[src/rtl/register_file_mp_if.sv]
// Bus between decode/writeback (master) and the multi-port register file (slave).
// Carries the read, write and reservation ports and the scoreboard debug vector.
interface register_file_mp_if #(
  parameter int NBITS      = 32,
  parameter int NREGISTERS = 32,
  parameter int ADDR_W     = 5,
  parameter int NREAD      = 2,
  parameter int NWRITE     = 1
);
  logic                       ENABLE;
  logic [NREAD-1:0]           RD;
  logic [NREAD*ADDR_W-1:0]    ADD_RD;
  logic [NREAD*NBITS-1:0]     OUT;
  logic [NREAD-1:0]           BUSY;
  logic [NWRITE-1:0]          WR;
  logic [NWRITE*ADDR_W-1:0]   ADD_WR;
  logic [NWRITE*NBITS-1:0]    DATAIN;
  logic                       RSV;
  logic [ADDR_W-1:0]          ADD_RSV;
  logic [NREGISTERS-1:0]      PENDING;

  modport master (
    output ENABLE, RD, ADD_RD, WR, ADD_WR, DATAIN, RSV, ADD_RSV,
    input  OUT, BUSY, PENDING
  );

  modport slave (
    input  ENABLE, RD, ADD_RD, WR, ADD_WR, DATAIN, RSV, ADD_RSV,
    output OUT, BUSY, PENDING
  );
endinterface

[src/rtl/register_file_mp.sv]
// Multi-port register file with pending scoreboard and ENABLE-gated registered reads.
// Optional macro RF_BYPASS_EN forwards same-cycle write data (and post-write busy) to reads.
module register_file_mp #(
  parameter int NBITS      = 32,
  parameter int NREGISTERS = 32,
  parameter int ADDR_W     = 5,
  parameter int NREAD      = 2,
  parameter int NWRITE     = 1,
  parameter int ZERO_REG   = 1
) (
  input logic               CLK,
  input logic               RESET,
  register_file_mp_if.slave bus
);

  logic [NBITS-1:0]            r_regs [NREGISTERS];
  logic [NREGISTERS-1:0]       r_pending;
  logic [NREAD-1:0][NBITS-1:0] r_out;
  logic [NREAD-1:0]            r_busy;

  logic [NREGISTERS-1:0]       w_wr_hit;
  logic [NBITS-1:0]            w_wr_data [NREGISTERS];
  logic [NREGISTERS-1:0]       w_rsv_hit;
  logic [NREGISTERS-1:0]       w_pending_nxt;
  logic [NREAD-1:0][NBITS-1:0] w_rd_data;
  logic [NREAD-1:0]            w_rd_busy;

  // Register 0 is hardwired when ZERO_REG is set: never written, reserved or read.
  function automatic logic is_dropped(input int r);
    return (ZERO_REG != 0) && (r == 0);
  endfunction

  // Per-register write decode; ascending port scan lets the highest-index writer win.
  // Addresses >= NREGISTERS match no register and are therefore ignored.
  always_comb begin
    // NOTE: every always_comb output gets a default first so no path leaves it unassigned (no latch).
    for (int r = 0; r < NREGISTERS; r++) begin
      w_wr_hit[r]  = 1'b0;
      w_wr_data[r] = '0;
      w_rsv_hit[r] = bus.RSV && (bus.ADD_RSV == ADDR_W'(r)) && !is_dropped(r);
      for (int w = 0; w < NWRITE; w++) begin
        if (bus.WR[w] && (bus.ADD_WR[w*ADDR_W +: ADDR_W] == ADDR_W'(r)) && !is_dropped(r)) begin
          w_wr_hit[r]  = 1'b1;
          w_wr_data[r] = bus.DATAIN[w*NBITS +: NBITS];
        end
      end
    end
  end

  // A reservation in the same cycle as a write wins: a new producer is in flight.
  always_comb begin
    w_pending_nxt = r_pending;
    for (int r = 0; r < NREGISTERS; r++) begin
      if (w_rsv_hit[r]) begin
        w_pending_nxt[r] = 1'b1;
      end else if (w_wr_hit[r]) begin
        w_pending_nxt[r] = 1'b0;
      end
    end
  end

  always_comb begin
    for (int p = 0; p < NREAD; p++) begin
      w_rd_data[p] = '0;
      w_rd_busy[p] = 1'b0;
      if (bus.RD[p]) begin
        for (int r = 0; r < NREGISTERS; r++) begin
          if ((bus.ADD_RD[p*ADDR_W +: ADDR_W] == ADDR_W'(r)) && !is_dropped(r)) begin
`ifdef RF_BYPASS_EN
            if (w_wr_hit[r]) begin
              w_rd_data[p] = w_wr_data[r];
              w_rd_busy[p] = w_rsv_hit[r];
            end else begin
              w_rd_data[p] = r_regs[r];
              w_rd_busy[p] = r_pending[r];
            end
`else
            w_rd_data[p] = r_regs[r];
            w_rd_busy[p] = r_pending[r];
`endif
          end
        end
      end
    end
  end

  // NOTE: the array is reset because architectural state must read as zero after RESET;
  // sequential state uses non-blocking assignments so all regs update from pre-edge values.
  always_ff @(posedge CLK or posedge RESET) begin
    if (RESET) begin
      for (int r = 0; r < NREGISTERS; r++) begin
        r_regs[r] <= '0;
      end
      r_pending <= '0;
    end else begin
      for (int r = 0; r < NREGISTERS; r++) begin
        if (w_wr_hit[r]) begin
          r_regs[r] <= w_wr_data[r];
        end
      end
      r_pending <= w_pending_nxt;
    end
  end

  // ENABLE gates only the read stage; writes and reservations proceed regardless.
  always_ff @(posedge CLK or posedge RESET) begin
    if (RESET) begin
      r_out  <= '0;
      r_busy <= '0;
    end else if (bus.ENABLE) begin
      r_out  <= w_rd_data;
      r_busy <= w_rd_busy;
    end
  end

  assign bus.OUT     = r_out;
  assign bus.BUSY    = r_busy;
  assign bus.PENDING = r_pending;

endmodule

[src/flat_wrapper.sv]
// flat-port wrapper written by rule: the top's interface ports become plain ports
module register_file_mp_flat 
#(
  parameter int NBITS      = 32,
  parameter int NREGISTERS = 32,
  parameter int ADDR_W     = 5,
  parameter int NREAD      = 2,
  parameter int NWRITE     = 1,
  parameter int ZERO_REG   = 1
)
  (CLK, RESET, bus_ENABLE, bus_RD, bus_ADD_RD, bus_WR, bus_ADD_WR, bus_DATAIN, bus_RSV, bus_ADD_RSV, bus_OUT, bus_BUSY, bus_PENDING);
  register_file_mp_if #(.NBITS(NBITS), .NREGISTERS(NREGISTERS), .ADDR_W(ADDR_W), .NREAD(NREAD), .NWRITE(NWRITE)) bus_i ();
  input logic CLK;
  input logic RESET;
  input wire logic [$bits(bus_i.ENABLE)-1:0] bus_ENABLE;
  input wire logic [$bits(bus_i.RD)-1:0] bus_RD;
  input wire logic [$bits(bus_i.ADD_RD)-1:0] bus_ADD_RD;
  input wire logic [$bits(bus_i.WR)-1:0] bus_WR;
  input wire logic [$bits(bus_i.ADD_WR)-1:0] bus_ADD_WR;
  input wire logic [$bits(bus_i.DATAIN)-1:0] bus_DATAIN;
  input wire logic [$bits(bus_i.RSV)-1:0] bus_RSV;
  input wire logic [$bits(bus_i.ADD_RSV)-1:0] bus_ADD_RSV;
  output wire logic [$bits(bus_i.OUT)-1:0] bus_OUT;
  output wire logic [$bits(bus_i.BUSY)-1:0] bus_BUSY;
  output wire logic [$bits(bus_i.PENDING)-1:0] bus_PENDING;
  assign bus_i.ENABLE = bus_ENABLE;
  assign bus_i.RD = bus_RD;
  assign bus_i.ADD_RD = bus_ADD_RD;
  assign bus_i.WR = bus_WR;
  assign bus_i.ADD_WR = bus_ADD_WR;
  assign bus_i.DATAIN = bus_DATAIN;
  assign bus_i.RSV = bus_RSV;
  assign bus_i.ADD_RSV = bus_ADD_RSV;
  assign bus_OUT = bus_i.OUT;
  assign bus_BUSY = bus_i.BUSY;
  assign bus_PENDING = bus_i.PENDING;
  register_file_mp #(.NBITS(NBITS), .NREGISTERS(NREGISTERS), .ADDR_W(ADDR_W), .NREAD(NREAD), .NWRITE(NWRITE), .ZERO_REG(ZERO_REG)) u_core (.CLK(CLK), .RESET(RESET), .bus(bus_i));
endmodule
[config.mk]
export PLATFORM = sky130hd
export DESIGN_NAME = register_file_mp_flat
export DESIGN_NICKNAME = d
export VERILOG_FILES = /design/src/rtl/register_file_mp_if.sv /design/src/rtl/register_file_mp.sv /design/src/flat_wrapper.sv
export SDC_FILE = /design/constraint.sdc
export NUM_CORES = 2
export LEC_CHECK = 0
export ABC_AREA = 1
export CAP_MARGIN = 20
export CORE_UTILIZATION = 40
export DETAILED_ROUTE_END_ITERATION = 16
export GPL_ROUTABILITY_DRIVEN = 0
export HOLD_SLACK_MARGIN = 0.08
export PLACE_DENSITY = 0.63
export SLEW_MARGIN = 20
export SYNTH_ARGS = -nofsm -noshare
export SYNTH_HDL_FRONTEND = slang
export SYNTH_SLANG_ARGS = --single-unit
export TNS_END_PERCENT = 50
[constraint.sdc]
create_clock -name CLK -period 47 [get_ports CLK]
set_clock_uncertainty 0.05 [all_clocks]
set_input_delay 7.05 -clock CLK [delete_from_list [all_inputs] [get_ports CLK]]
set_output_delay 7.05 -clock CLK [all_outputs]
set_load 0.005 [all_outputs]
## Word level (Yosys, flattened, before mapping)

Index checks and enable logic that the tools add are counted.

| word-level totals | value |
|---|---|
| register bits | 1089 |
| input bits | 59 |
| output and inout port bits | 98 |
| word-level logic and storage cells | 534 |

| operators by class | value |
|---|---|
| equal/unequal tests | 124 |
| mux-type cells | 252 |
| reductions and logical operators | 93 |

Operator list:

| cell | number |
|---|---|
| $mux W32 | 95 |
| $eq A5 B5 Y1 const B | 64 |
| $eq A5 B4 Y1 const B | 32 |
| $mux W1 | 157 |
| $eq A5 B3 Y1 const B | 16 |
| $logic_and A1 B1 Y1 | 62 |
| $reduce_bool A2 Y1 | 31 |
| $eq A5 B2 Y1 const B | 8 |
| $eq A5 B1 Y1 const B | 4 |

## Logic depth before layout (Yosys ltp)

| depth | value |
|---|---|
| depth in word-level cells | 33 |
| mapped depth | 27 |
| mapped depth without buffers | 26 |

## Worst setup path before layout

OpenSTA, ideal clock, no wires.

| timing path | value |
|---|---|
| path kind | input to register |
| start | in bus_ADD_RD[4] |
| end | reg u_core.r_out (netlist bit u_core.bus.OUT[10]) |
| setup time | 116 ps |
| arrival | 8943 ps |
| data required time | 46834 ps |
| path slack | 37891 ps |
| stages | 20 |
| path buffers | 3 |
| cells stage by stage | buf_2 -> inv_1 -> buf_2 -> nand2_2 -> clkinv_1 -> buf_2 -> a21oi_1 -> nand4_1 -> nand2_1 -> nand4_1 -> nor2_1 -> nand4_1 -> nor2_1 -> nand4_1 -> nor2_1 -> nand4_1 -> nand2_1 -> nand4_1 -> nand2_1 -> nand2_1 |

| between the ends | value |
|---|---|
| longest elaborated chain between the ends | 33 |
| elaborated cells between the ends (all ways) | 63 |
| classes of those cells | eq/ne: 31; mux: 32 |

Ends and longest elaborated chain:

| item | line | text |
|---|---|---|
| start, declared | flat_wrapper.sv:17 | `input wire logic [$bits(bus_i.ADD_RD)-1:0] bus_ADD_RD;` |
| $eq A5 B1 Y1 | register_file_mp.sv:68 | `if ((bus.ADD_RD[p*ADDR_W +: ADDR_W] == ADDR_W'(r)) && !is_dropped(r)) begin` |
| $mux W32 (30 in series) | register_file_mp.sv:68 |  |
| $mux W32 (*) | register_file_mp.sv:68 |  |
| $mux W32 (*) | register_file_mp.sv:66 | `if (bus.RD[p]) begin` |
| end signal, assigned | register_file_mp.sv:111 | `r_out <= w_rd_data;` |
| end, declared | register_file_mp.sv:18 | `logic [NREAD-1:0][NBITS-1:0] r_out;` |

Mark *: on every way between the ends. The rest lies on a longest branch, timed or not.
A chain may end at the register's enable or synchronous reset.

## Final worst setup path

| timing path | value |
|---|---|
| start | in bus_ADD_RD[4] |
| end | reg u_core.r_out (netlist bit u_core.bus.OUT[20]) |

The elaborated chain is that of the path after synthesis.

==> flow_summary.ini <==
[route]
dr.pass1.iters = 7
routedWlPerCell_um = 25.6
viasPerCell = 5.80
drt_wl_total_um = 252000
ant_nets = 0
route.detailed.drc = 0
vias = 57000
drtIter0Drc = 9289

[synth]
synthDistinctLibCells = 30
synthesis.area_mm2 = 0.0561
synthTopCellsByArea = dfrtp_1 49%, nand2_1 20%, o21ai_0 11%
yosysTopAreaCellShare_pct = 48.6
synth.avg_cell_area_um2 = 7.09
seq_area_frac_synth_pct = 48.6
yosys-top-cells-count = 2,973 x nand2_1, 1,209 x o21ai_0, 1,089 x dfrtp_1
async_flop_share_pct = 100
syn_inst = 7916
ys_ff_latch = 1089
ys_warn_count = 0
ys.flop_type = dfrtp_1
synth_nets = 7975
synth_enable_flop_cells = 0
synth_largest_area_cell = dfrtp_1
synth_most_common_cell = nand2_1

[outcome]
status = completed

[timing]
fmax_mhz = 84.0
final_max_slew_viol_count = 0
period_share_pct = 25.3
whs_ns = 0.426
worstMarginPinSlew_ns = 1.18
finalSetupViolCount = 0
rsz0062_at_grt = no
max-slew-margin-rel_pct = 21.1
setup-tns-final_ns = 0
period_needed_ns = 11.91
hold_viol_final = 0

[grt]
grt_pass1_wl_um = 363000
grt_overflow = 0
antenna_found_initial = 13
grt_pass1_vias = 52700
grtUsageTotal_pct = 35.1
grt_max_degree = 109

[placement]
hpwl_um = 159000
port_buffers = 155

[clocking]
numCtsBuffers = 112
htree_num_levels = 3
post-cts-setup-buffers = 0
clkSinkCount = 1089
hold_buffers = 0
worstSkewPairLatency_ns = 0.76
root_buffer = clkbuf_16
cts_tree = built
cts-resized-gates = 0
clk_pin_slew_ns = 0.06
clock_path_buffers = 3

[final_layout]
area_growth_pct = 12.8
drive_gt1_share_pct = 5.65
fillCellCount = 13900
layout.nets = 7911

[critical_path]
critPathArrivalTime_ns = 12.50
startpoint = bus_ADD_RD[4]
worst_setup_path_end_kind = flop
r2r_start = u_core.r_regs[951]$_DFFE_PP0P_
crit_path_max_fanout = 35
crit_path_start_kind = primary input
crit_required_ns = 47.59
crit_type = primary input to flop

[pwr]
p_sw_share_pct = 31.6
p_leak_nw = 29.4
power_density_mw_per_mm2 = 41.5
internal_power_w = 0.00179
seqPwrFrac_pct = 48.5
total_power_w = 0.00262
power_frac_clock_pct = 35.4
vdd_drop_max_mv = 0.0288
p_sw_w = 0.000830
comb_power_share_pct = 16.1

[floorplan]
fp.dieW_um = 376
dieArea_mm2 = 0.142
io_pins = 157
die_y_um = 376
num_rows = 137
start_util_pct = 40.2
core_mm2 = 0.139

[hold_path]
hold_path.class = flop to flop
hp-start = u_core.bus.OUT[50]$_DFFE_PP0P_

[job]
maxCapViolCount = 0
power by group through the flow:
stage          logic (W)  registers (W)  clock network [W]
3_3_place_gp    0.000399        0.00127                  0
2_1_floorplan   0.000256        0.00124                  0
4_1_cts         0.000413        0.00126           0.000933
5_1_grt         0.000472        0.00129           0.000967
3_5_place_dp    0.000410        0.00128                  0
6_report        0.000423        0.00127           0.000930
worst paths after layout:
| kind | end | slack, ns | cells past startpoint |
|---|---|---|---|
| max | u_core.bus.OUT[20]$_DFFE_PP0P_ | 35.09 | 24 |
| min | u_core.bus.OUT[50]$_DFFE_PP0P_ | 0.43 | 2 |
| max reg2reg | u_core.bus.OUT[55]$_DFFE_PP0P_ | 43.70 | 18 |
| min reg2reg | u_core.bus.OUT[50]$_DFFE_PP0P_ | 0.43 | 2 |
| max in group asynchronous | u_core.r_regs[561]$_DFFE_PP0P_ | 37.15 | 5 |
| min in group asynchronous | u_core.r_regs[912]$_DFFE_PP0P_ | 6.78 | 2 |
final cells by class:
class | count | area [µm²] | area share (%)
flip-flops and latches | 1089 | 27300 | 43.1
repair buffers | 323 | 2840 | 4.48
inverters | 797 | 3000 | 4.74
clock inverters | 36 | 383 | 0.605
well taps | 1876 | 2350 | 3.71
multi-input cells | 5529 | 24100 | 38.1
clock buffers | 167 | 3350 | 5.30
diodes | 7 | 17.5 | 0.0277
metrics by stage:
step	instances	worst slack [ns]	utilization, %	area (µm²)
5_1_grt	9817	34.85	45.4	63300
6_report	9824	35.09	45.4	63300
3_5_place_dp	9612	34.60	42.7	59500
2_1_floorplan	7916	9.24	-	56100
3_3_place_gp	9612	34.60	42.7	59500
4_1_cts	9815	35.39	45.4	63200
cell families after synthesis:
| family | count (synthesis) | synth area share, % |
|---|---|---|
| AOI/OAI and AO/OA | 1356 | 12.2 |
| buffers and inverters | 1298 | 8.87 |
| DFF | 1089 | 48.6 |
| other | 1 | 0.00669 |
| and+or+nand+nor | 4172 | 30.3 |
worst max-delay path, stage by stage:
cell and delay [ns]:
clkdlybuf4s50_1 1.20, inv_1 0.17, buf_4 0.37, nand2_1 0.14
buf_4 0.34, inv_2 0.46, a21oi_1 0.26, nand4_1 0.13
nand2_1 0.08, nand4_1 0.08, nand2_1 0.09, nand3_1 0.08
nand2_1 0.18, nand4_1 0.10, nor2_1 0.30, nand4_1 0.14
nor2_1 0.19, nand4_1 0.12, nor2_1 0.49, nand3_1 0.16
nand2_1 0.11, nand2_1 0.06, nand2_1 0.06, nand2_1 0.04
layer usage:
metal / up-vias / track usage (%) / routed length [µm]
li1: 24900 / - / -
met1: 27000 / 46.0 / 95100
met2: 4205 / 50.5 / 103000
met3: 890 / 10.9 / 36200
met4: 10 / 21.2 / 17500
met5: - / 0 / 53
cell usage in the layout (no fill, tap or decap), types with 2 or more instances in the layout:
cell type,instances
nand2_1,2969
o21ai_0,1209
dfrtp_1,1089
inv_1,762
nor2_1,564
nand4_1,399
buf_4,164
clkdlybuf4s50_1,153
nand3_1,152
a21oi_1,128
clkbuf_16,115
nor2_2,37
clkbuf_8,28
clkbuf_1,24
clkinv_2,24
inv_2,23
nor2_4,16
a22o_1,16
clkinv_1,11
nor3_1,10
diode_2,7
bufinv_16,7
nand2_2,6
or2_2,5
nor3_4,5
nor3_2,4
nand2_4,2
inv_6,2
clkinvlp_4,2
buf_2,2
buf_6,2
sequential cells by signal, summed over array words and instances, names as in the netlist:
| name | cells |
|---|---|
| u_core.r_regs | 992 |
| u_core.bus.PENDING | 31 |
| u_core.bus.BUSY | 2 |
| u_core.bus.OUT | 64 |
Power figures use the tool's default switching activity.
